<file path="src/rtl/walking_one_pkg.sv">
// Shared constants and encodings for the walking-one sequencer.
package walking_one_pkg;

    localparam logic [1:0] MODE_UP       = 2'd0;
    localparam logic [1:0] MODE_DOWN     = 2'd1;
    localparam logic [1:0] MODE_PINGPONG = 2'd2;
    localparam logic [1:0] MODE_ROTATE   = 2'd3;

    typedef enum logic {ST_IDLE, ST_RUN} state_e;
    typedef enum logic {DIR_UP, DIR_DOWN} dir_e;

    function automatic logic is_oneshot(input logic [1:0] mode);
        return (mode == MODE_UP) || (mode == MODE_DOWN);
    endfunction

endpackage

</file>
<file path="src/rtl/walking_one_seq_if.sv">
// Control/pattern bus of the walking-one sequencer; err_onehot exists only
// when WALK_ONEHOT_CHECK_EN is defined.
interface walking_one_seq_if #(
    parameter int unsigned WIDTH = 6,
    parameter int unsigned IDX_W = $clog2(WIDTH)
);
    logic             start;
    logic             stop;
    logic [1:0]       mode;
    logic [WIDTH-1:0] pattern;
    logic             valid;
    logic             busy;
    logic             done;
    logic [IDX_W-1:0] step_idx;
`ifdef WALK_ONEHOT_CHECK_EN
    logic             err_onehot;

    modport master (
        input  start, stop, mode,
        output pattern, valid, busy, done, step_idx, err_onehot
    );
    modport slave (
        output start, stop, mode,
        input  pattern, valid, busy, done, step_idx, err_onehot
    );
`else
    modport master (
        input  start, stop, mode,
        output pattern, valid, busy, done, step_idx
    );
    modport slave (
        output start, stop, mode,
        input  pattern, valid, busy, done, step_idx
    );
`endif
endinterface

</file>
<file path="src/rtl/walk_hold_timer.sv">
// Counts HOLD_CYCLES cycles per step; tick is high in the last hold cycle.
module walk_hold_timer #(
    parameter int unsigned HOLD_CYCLES = 1
) (
    input  logic clk,
    input  logic rst,
    input  logic clr,
    input  logic en,
    output logic tick
);
    localparam int unsigned CntW = (HOLD_CYCLES > 1) ? $clog2(HOLD_CYCLES) : 1;
    localparam logic [CntW-1:0] LastCnt = CntW'(HOLD_CYCLES - 1);

    logic [CntW-1:0] r_cnt;

    always_ff @(posedge clk) begin
        if (rst || clr) begin
            r_cnt <= '0;
        end else if (en) begin
            r_cnt <= (r_cnt == LastCnt) ? '0 : r_cnt + 1'b1;
        end
    end

    assign tick = en && (r_cnt == LastCnt);
endmodule

</file>
<file path="src/rtl/walking_one_seq.sv">
// Walking-one pattern generator: UP/DOWN one-shot, PINGPONG/ROTATE continuous.
// Define WALK_ONEHOT_CHECK_EN to add the sticky err_onehot self-check.
module walking_one_seq
    import walking_one_pkg::*;
#(
    parameter int unsigned WIDTH       = 6,
    parameter int unsigned HOLD_CYCLES = 1,
    parameter int unsigned IDX_W       = $clog2(WIDTH)
) (
    input logic               clk,
    input logic               rst,
    walking_one_seq_if.master bus
);
    if (WIDTH < 2) begin : g_bad_width
        $error("walking_one_seq: WIDTH must be at least 2");
    end
    if (HOLD_CYCLES < 1) begin : g_bad_hold
        $error("walking_one_seq: HOLD_CYCLES must be at least 1");
    end

    localparam logic [IDX_W-1:0] LastIdx = IDX_W'(WIDTH - 1);

    state_e           r_state, w_state_next;
    dir_e             r_dir, w_dir_next;
    logic [1:0]       r_mode, w_mode_next;
    logic [IDX_W-1:0] r_idx, w_idx_next;
    logic [WIDTH-1:0] r_pattern, w_pattern_next;
    logic             r_valid, w_valid_next;
    logic             r_busy, w_busy_next;
    logic             r_done, w_done_next;
    logic             w_tick, w_at_end, w_finish;

    walk_hold_timer #(
        .HOLD_CYCLES(HOLD_CYCLES)
    ) u_timer (
        .clk  (clk),
        .rst  (rst),
        .clr  (r_state == ST_IDLE),
        .en   (r_state == ST_RUN),
        .tick (w_tick)
    );

    always_comb begin
        w_state_next = r_state;
        w_dir_next   = r_dir;
        w_mode_next  = r_mode;
        w_idx_next   = r_idx;
        w_valid_next = r_valid;
        w_busy_next  = r_busy;
        w_done_next  = 1'b0;
        w_finish     = 1'b0;
        w_at_end     = (r_dir == DIR_UP) ? (r_idx == LastIdx) : (r_idx == '0);

        unique case (r_state)
            ST_IDLE: begin
                if (bus.start) begin
                    w_state_next = ST_RUN;
                    w_mode_next  = bus.mode;
                    w_valid_next = 1'b1;
                    w_busy_next  = 1'b1;
                    w_dir_next   = (bus.mode == MODE_DOWN) ? DIR_DOWN : DIR_UP;
                    w_idx_next   = (bus.mode == MODE_DOWN) ? LastIdx : '0;
                end
            end
            ST_RUN: begin
                if (bus.stop) begin
                    w_state_next = ST_IDLE;
                    w_valid_next = 1'b0;
                    w_busy_next  = 1'b0;
                    w_dir_next   = DIR_UP;
                    w_idx_next   = '0;
                end else if (w_tick) begin
                    if (r_mode == MODE_ROTATE) begin
                        w_idx_next = w_at_end ? '0 : r_idx + 1'b1;
                    end else if (w_at_end && is_oneshot(r_mode)) begin
                        w_finish = 1'b1;
                    end else begin
                        // Reverse at an end bit so that bit is shown only once.
                        if (w_at_end) begin
                            w_dir_next = (r_dir == DIR_UP) ? DIR_DOWN : DIR_UP;
                        end
                        w_idx_next = (w_dir_next == DIR_UP) ? r_idx + 1'b1 : r_idx - 1'b1;
                    end
                end
                if (w_finish) begin
                    w_state_next = ST_IDLE;
                    w_valid_next = 1'b0;
                    w_busy_next  = 1'b0;
                    w_done_next  = 1'b1;
                    w_dir_next   = DIR_UP;
                    w_idx_next   = '0;
                end
            end
            default: w_state_next = ST_IDLE;
        endcase

        w_pattern_next = w_valid_next ? (WIDTH'(1) << w_idx_next) : '0;
    end

    always_ff @(posedge clk) begin
        if (rst) begin
            r_state   <= ST_IDLE;
            r_dir     <= DIR_UP;
            r_mode    <= MODE_UP;
            r_idx     <= '0;
            r_pattern <= '0;
            r_valid   <= 1'b0;
            r_busy    <= 1'b0;
            r_done    <= 1'b0;
        end else begin
            r_state   <= w_state_next;
            r_dir     <= w_dir_next;
            r_mode    <= w_mode_next;
            r_idx     <= w_idx_next;
            r_pattern <= w_pattern_next;
            r_valid   <= w_valid_next;
            r_busy    <= w_busy_next;
            r_done    <= w_done_next;
        end
    end

    assign bus.pattern  = r_pattern;
    assign bus.valid    = r_valid;
    assign bus.busy     = r_busy;
    assign bus.done     = r_done;
    assign bus.step_idx = r_idx;

`ifdef WALK_ONEHOT_CHECK_EN
    logic r_err;

    always_ff @(posedge clk) begin
        if (rst) begin
            r_err <= 1'b0;
        end else if (r_valid && (!$onehot(r_pattern) || (r_pattern != (WIDTH'(1) << r_idx)))) begin
            r_err <= 1'b1;
        end
    end

    assign bus.err_onehot = r_err;
`endif
endmodule
</file>
<file path="src/flat_wrapper.sv">
// flat-port wrapper written by rule: the top's interface ports become plain ports
module walking_one_seq_flat import walking_one_pkg::*;
#(
    parameter int unsigned WIDTH       = 6,
    parameter int unsigned HOLD_CYCLES = 1,
    parameter int unsigned IDX_W       = $clog2(WIDTH)
)
  (clk, rst, bus_start, bus_stop, bus_mode, bus_pattern, bus_valid, bus_busy, bus_done, bus_step_idx);
  walking_one_seq_if #(.WIDTH(WIDTH), .IDX_W(IDX_W)) bus_i ();
  input logic clk;
  input logic rst;
  input wire logic [$bits(bus_i.start)-1:0] bus_start;
  input wire logic [$bits(bus_i.stop)-1:0] bus_stop;
  input wire logic [$bits(bus_i.mode)-1:0] bus_mode;
  output wire logic [$bits(bus_i.pattern)-1:0] bus_pattern;
  output wire logic [$bits(bus_i.valid)-1:0] bus_valid;
  output wire logic [$bits(bus_i.busy)-1:0] bus_busy;
  output wire logic [$bits(bus_i.done)-1:0] bus_done;
  output wire logic [$bits(bus_i.step_idx)-1:0] bus_step_idx;
  assign bus_i.start = bus_start;
  assign bus_i.stop = bus_stop;
  assign bus_i.mode = bus_mode;
  assign bus_pattern = bus_i.pattern;
  assign bus_valid = bus_i.valid;
  assign bus_busy = bus_i.busy;
  assign bus_done = bus_i.done;
  assign bus_step_idx = bus_i.step_idx;
  walking_one_seq #(.WIDTH(WIDTH), .HOLD_CYCLES(HOLD_CYCLES), .IDX_W(IDX_W)) u_core (.clk(clk), .rst(rst), .bus(bus_i));
endmodule
</file>
<file path="config.mk">
export PLATFORM = sky130hd
export DESIGN_NAME = walking_one_seq_flat
export DESIGN_NICKNAME = d
export VERILOG_FILES = /design/src/rtl/walking_one_pkg.sv /design/src/rtl/walking_one_seq_if.sv /design/src/rtl/walk_hold_timer.sv /design/src/rtl/walking_one_seq.sv /design/src/flat_wrapper.sv
export SDC_FILE = /design/constraint.sdc
export NUM_CORES = 1
export LEC_CHECK = 0
export ABC_AREA = 1
export BUFFER_PORTS_ARGS = -buffer_cell sky130_fd_sc_hd__buf_2
export CAP_MARGIN = 20
export CORE_MARGIN = 1
export CORE_UTILIZATION = 40
export CTS_CLUSTER_SIZE = 10
export DETAILED_ROUTE_END_ITERATION = 10
export PLACE_DENSITY = 0.6
export SETUP_SLACK_MARGIN = 0.3
export SYNTH_ARGS = -nofsm -noshare
export SYNTH_HDL_FRONTEND = slang
export SYNTH_SLANG_ARGS = --single-unit
</file>
<file path="constraint.sdc">
create_clock -name clk -period 1.9 [get_ports clk]
set_clock_uncertainty 0.15 [all_clocks]
set_input_delay 0.57 -clock clk [delete_from_list [all_inputs] [get_ports clk]]
set_output_delay 0.57 -clock clk [all_outputs]
set_load 0.01 [all_outputs]
</file>
==> key figures <==
Outcome
  • Outcome: finished, final reports clean

Setup path
  • R2R cell count: 12
  • CP peak stage delay: 0.40 ns
  • RR Endpoint: u_core.bus.pattern[4]$_SDFF_PP0_
  • R2R setup slack: 0.26 ns
  • Most used cell, CP: nand2_2
  • Critical Path AT: 1.68 ns
  • Startpoint Class: register
  • Worst Path Buf+Inv: 2
  • Nature of the critical path endpoint: register
  • Worst reg2reg startpoint: u_core.bus.step_idx[0]$_SDFF_PP0_
  • CP top delay family: simple AND/OR/NAND/NOR gates
  • Crit path max fanout: 5
  • Crit path cell chain: inv_4 -> ha_4 -> nand3_4 -> nand2_4 -> nand3_2 -> nand2_2 -> nor2_2 -> nand2_1 -> nand2_2 -> inv_2 -> nand2_2 -> nor2_1
  • Crit path required time: 1.94 ns
  • Slowest stage cell, crit path: dfxtp_4
  • Critical path class: register to register

Global route
  • Total GRT Usage: 18.9%
  • Global-route wire length before repair: 3520 um
  • Vias in the first global route: 808
  • Largest net degree at the start of global routing: 10
  • Initial antenna violation count: 0
  • GRT Residual Overflow: 0

Clock network
  • CTS Buf Count: 3
  • Skew-Pair Late Insertion Delay: 0.29 ns
  • CTS Buffer Depth: 2
  • H-tree depth: 1
  • CTS tree: built
  • Cts hold-fix bufs: 0
  • Clk Tree Root Cell: clkbuf_4
  • Clock Sinks: 16
  • Worst-path clk slew: 0.10 ns

Synth
  • Cell Area, Synth: 893 um^2
  • Syn avg cell area: 7.26 um^2
  • YS warnings: 0
  • Post-synthesis sequential area ratio: 35.9%
  • Syn_nets: 133
  • Yosys reg bits: 16
  • Unique cell type count in the Yosys netlist: 22
  • Gate Count Post-Synth: 123

Floorplan
  • I/O pin count: 18
  • Die Ht: 49.3 um
  • Initial Util: 44.2%
  • Die Wd: 49.3 um
  • # rows: 16
  • Die ar.: 2430 um^2
  • Floorplan core area: 2020 um^2

STA
  • Min cycle time layout: 1.64 ns
  • Fmax: 609 MHz
  • Fin Hold WS: 0.306 ns
  • RSZ-0062 raised after global routing: true
  • Setup TNS: 0 ns
  • Final Setup Violations: 0
  • Final hold vios: 0
  • Final setup margin: 0.259 ns
  • Fin. max-slew vios: 0
  • Slew HR: 78.6%
  • Final worst-path cycle share: 86.4%
  • Worst slew pin tran: 0.319 ns

Detailed routing
  • WL per Instance: 11.3 um
  • Routed Antenna Nets: 0
  • DR pass1 iterations: 4
  • DRT iter0 DRCs: 10
  • Vias: 867
  • Vias/cell: 4.79
  • Final wirelength: 2050 um
  • DRC: 0

Power
  • Leak: 0.000613 uW
  • Peak supply drop: 0.473 mV
  • Power Density: 633 nW/um^2

Worst hold path
  • Hold Crit Start: bus_stop
  • Hold Path Sink: u_core.bus.done$_SDFF_PP0_
  • Hold Crit Depth: 2
  • HP Class: input pin to register

Finish
  • Area growth syn-to-layout: 38.0%
  • Nets: 165
  • ANT cells: 0
  • Layout cells sized above 1: 49.4%

Place
  • Dpl hpwl: 1490 um
  • Pre-CTS WS: 0.162 ns
  • Final GP Congestion: 0.940
  • Port Buffers: 17

Flow run
  • Total of max-cap violations: 0
report_power, final:
group	leakage (uW)	switching, uW	total, uW	internal (uW)
logic	0.000459	106	183	77.4
registers	0.000133	16.6	367	350
clock network	0.0000210	113	230	117
total	0.000613	236	780	544
flip-flops by register name, summed over array words and instances (netlist names):
register,cells
u_core.bus.busy,1
u_core.bus.done,1
u_core.bus.valid,1
u_core.r_state,1
u_core.r_mode,2
u_core.bus.pattern,6
u_core.bus.step_idx,3
u_core.r_dir,1
area by class of cell:
cell class | instances | area (um^2)
clock buffer | 4 | 36.3
fill | 181 | 790
inverter | 21 | 83.8
multi-input combinational | 86 | 582
sequential | 16 | 333
tap | 27 | 33.8
timing repair buffer | 27 | 164
layout by cell type (no fill, tap or decap), drive strengths merged:
master / count
nand3: 11
clkbuf: 4
nor3: 1
a21o: 1
nand4: 1
nand2: 34
inv: 21
ha: 4
nor2: 24
o22ai: 1
dfxtp: 16
a21oi: 6
buf: 27
o21ai: 3
worst max-delay path by stage:
stage	start	endpoint	slack, ns	cells after the start
2_1_floorplan	u_core.bus.step_idx[1]$_SDFF_PP0_	u_core.bus.pattern[0]$_SDFF_PP0_	0.31	11
3_3_place_gp	u_core.bus.step_idx[0]$_SDFF_PP0_	u_core.bus.pattern[4]$_SDFF_PP0_	0.15	13
3_5_place_dp	u_core.bus.step_idx[0]$_SDFF_PP0_	u_core.bus.pattern[5]$_SDFF_PP0_	0.16	11
4_1_cts	u_core.bus.step_idx[1]$_SDFF_PP0_	u_core.bus.pattern[5]$_SDFF_PP0_	0.27	11
5_1_grt	u_core.bus.step_idx[1]$_SDFF_PP0_	u_core.bus.pattern[2]$_SDFF_PP0_	0.14	11
6_report	u_core.bus.step_idx[0]$_SDFF_PP0_	u_core.bus.pattern[4]$_SDFF_PP0_	0.26	12
logic make-up after synthesis:
| family | after synthesis | share of synthesized area (%) |
|---|---|---|
| flip-flops | 16 | 35.9 |
| AO/OA/AOI/OAI | 11 | 7.84 |
| adder cells (fa/ha/maj) | 4 | 5.60 |
| AND/OR/NAND/NOR | 71 | 41.9 |
| buffers and inverters | 21 | 8.82 |
stage by stage:
stage                     power (uW)  utilization, %  cells  cell area (um^2)
after floorplan                  475               -    123               898
after global placement           517            51.1    169              1030
after detailed placement         519            51.1    169              1030
after CTS                        774            57.7    178              1170
after global routing             824            61.0    181              1230
final                            780            61.0    181              1230
cells in the mapped netlist:
cell	number	area share, %
a21oi_1	5	2.8
nand3_1	6	3.4
nand3_2	4	4.5
nand2_2	5	3.5
a21oi_4	1	1.8
ha_1	4	5.6
a21o_1	1	0.84
o21ai_0	1	0.56
inv_1	15	6.3
nor2_4	2	2.5
nand2_1	26	11
nor2_2	3	2.1
nor2_1	19	8.0
inv_2	5	2.1
nand4_1	1	0.70
o22ai_1	1	0.70
nor3_1	1	0.56
clkinv_1	1	0.42
dfxtp_1	16	36
nand2_4	3	3.8
nand3_4	1	2.0
o21ai_1	2	1.1
metal layers:
layer | global-route usage, % | part of all wire (%) | vias up
li1 | - | - | 439
met1 | 22.2 | 44 | 402
met2 | 31.7 | 50 | 24
met3 | 4.98 | 4.9 | 2
met4 | 8.33 | 0.88 | 0
met5 | 0 | 0 | -
timing repair:
item / CTS / global route
pin swaps: 6 / 18
endpoints found under the hold margin: 0 / 0
resized for setup: 16 / 14
setup endpoints to repair: 10 / 10
buffers inserted: 5 / 3
No activity file was read; power rests on OpenSTA's default activity.
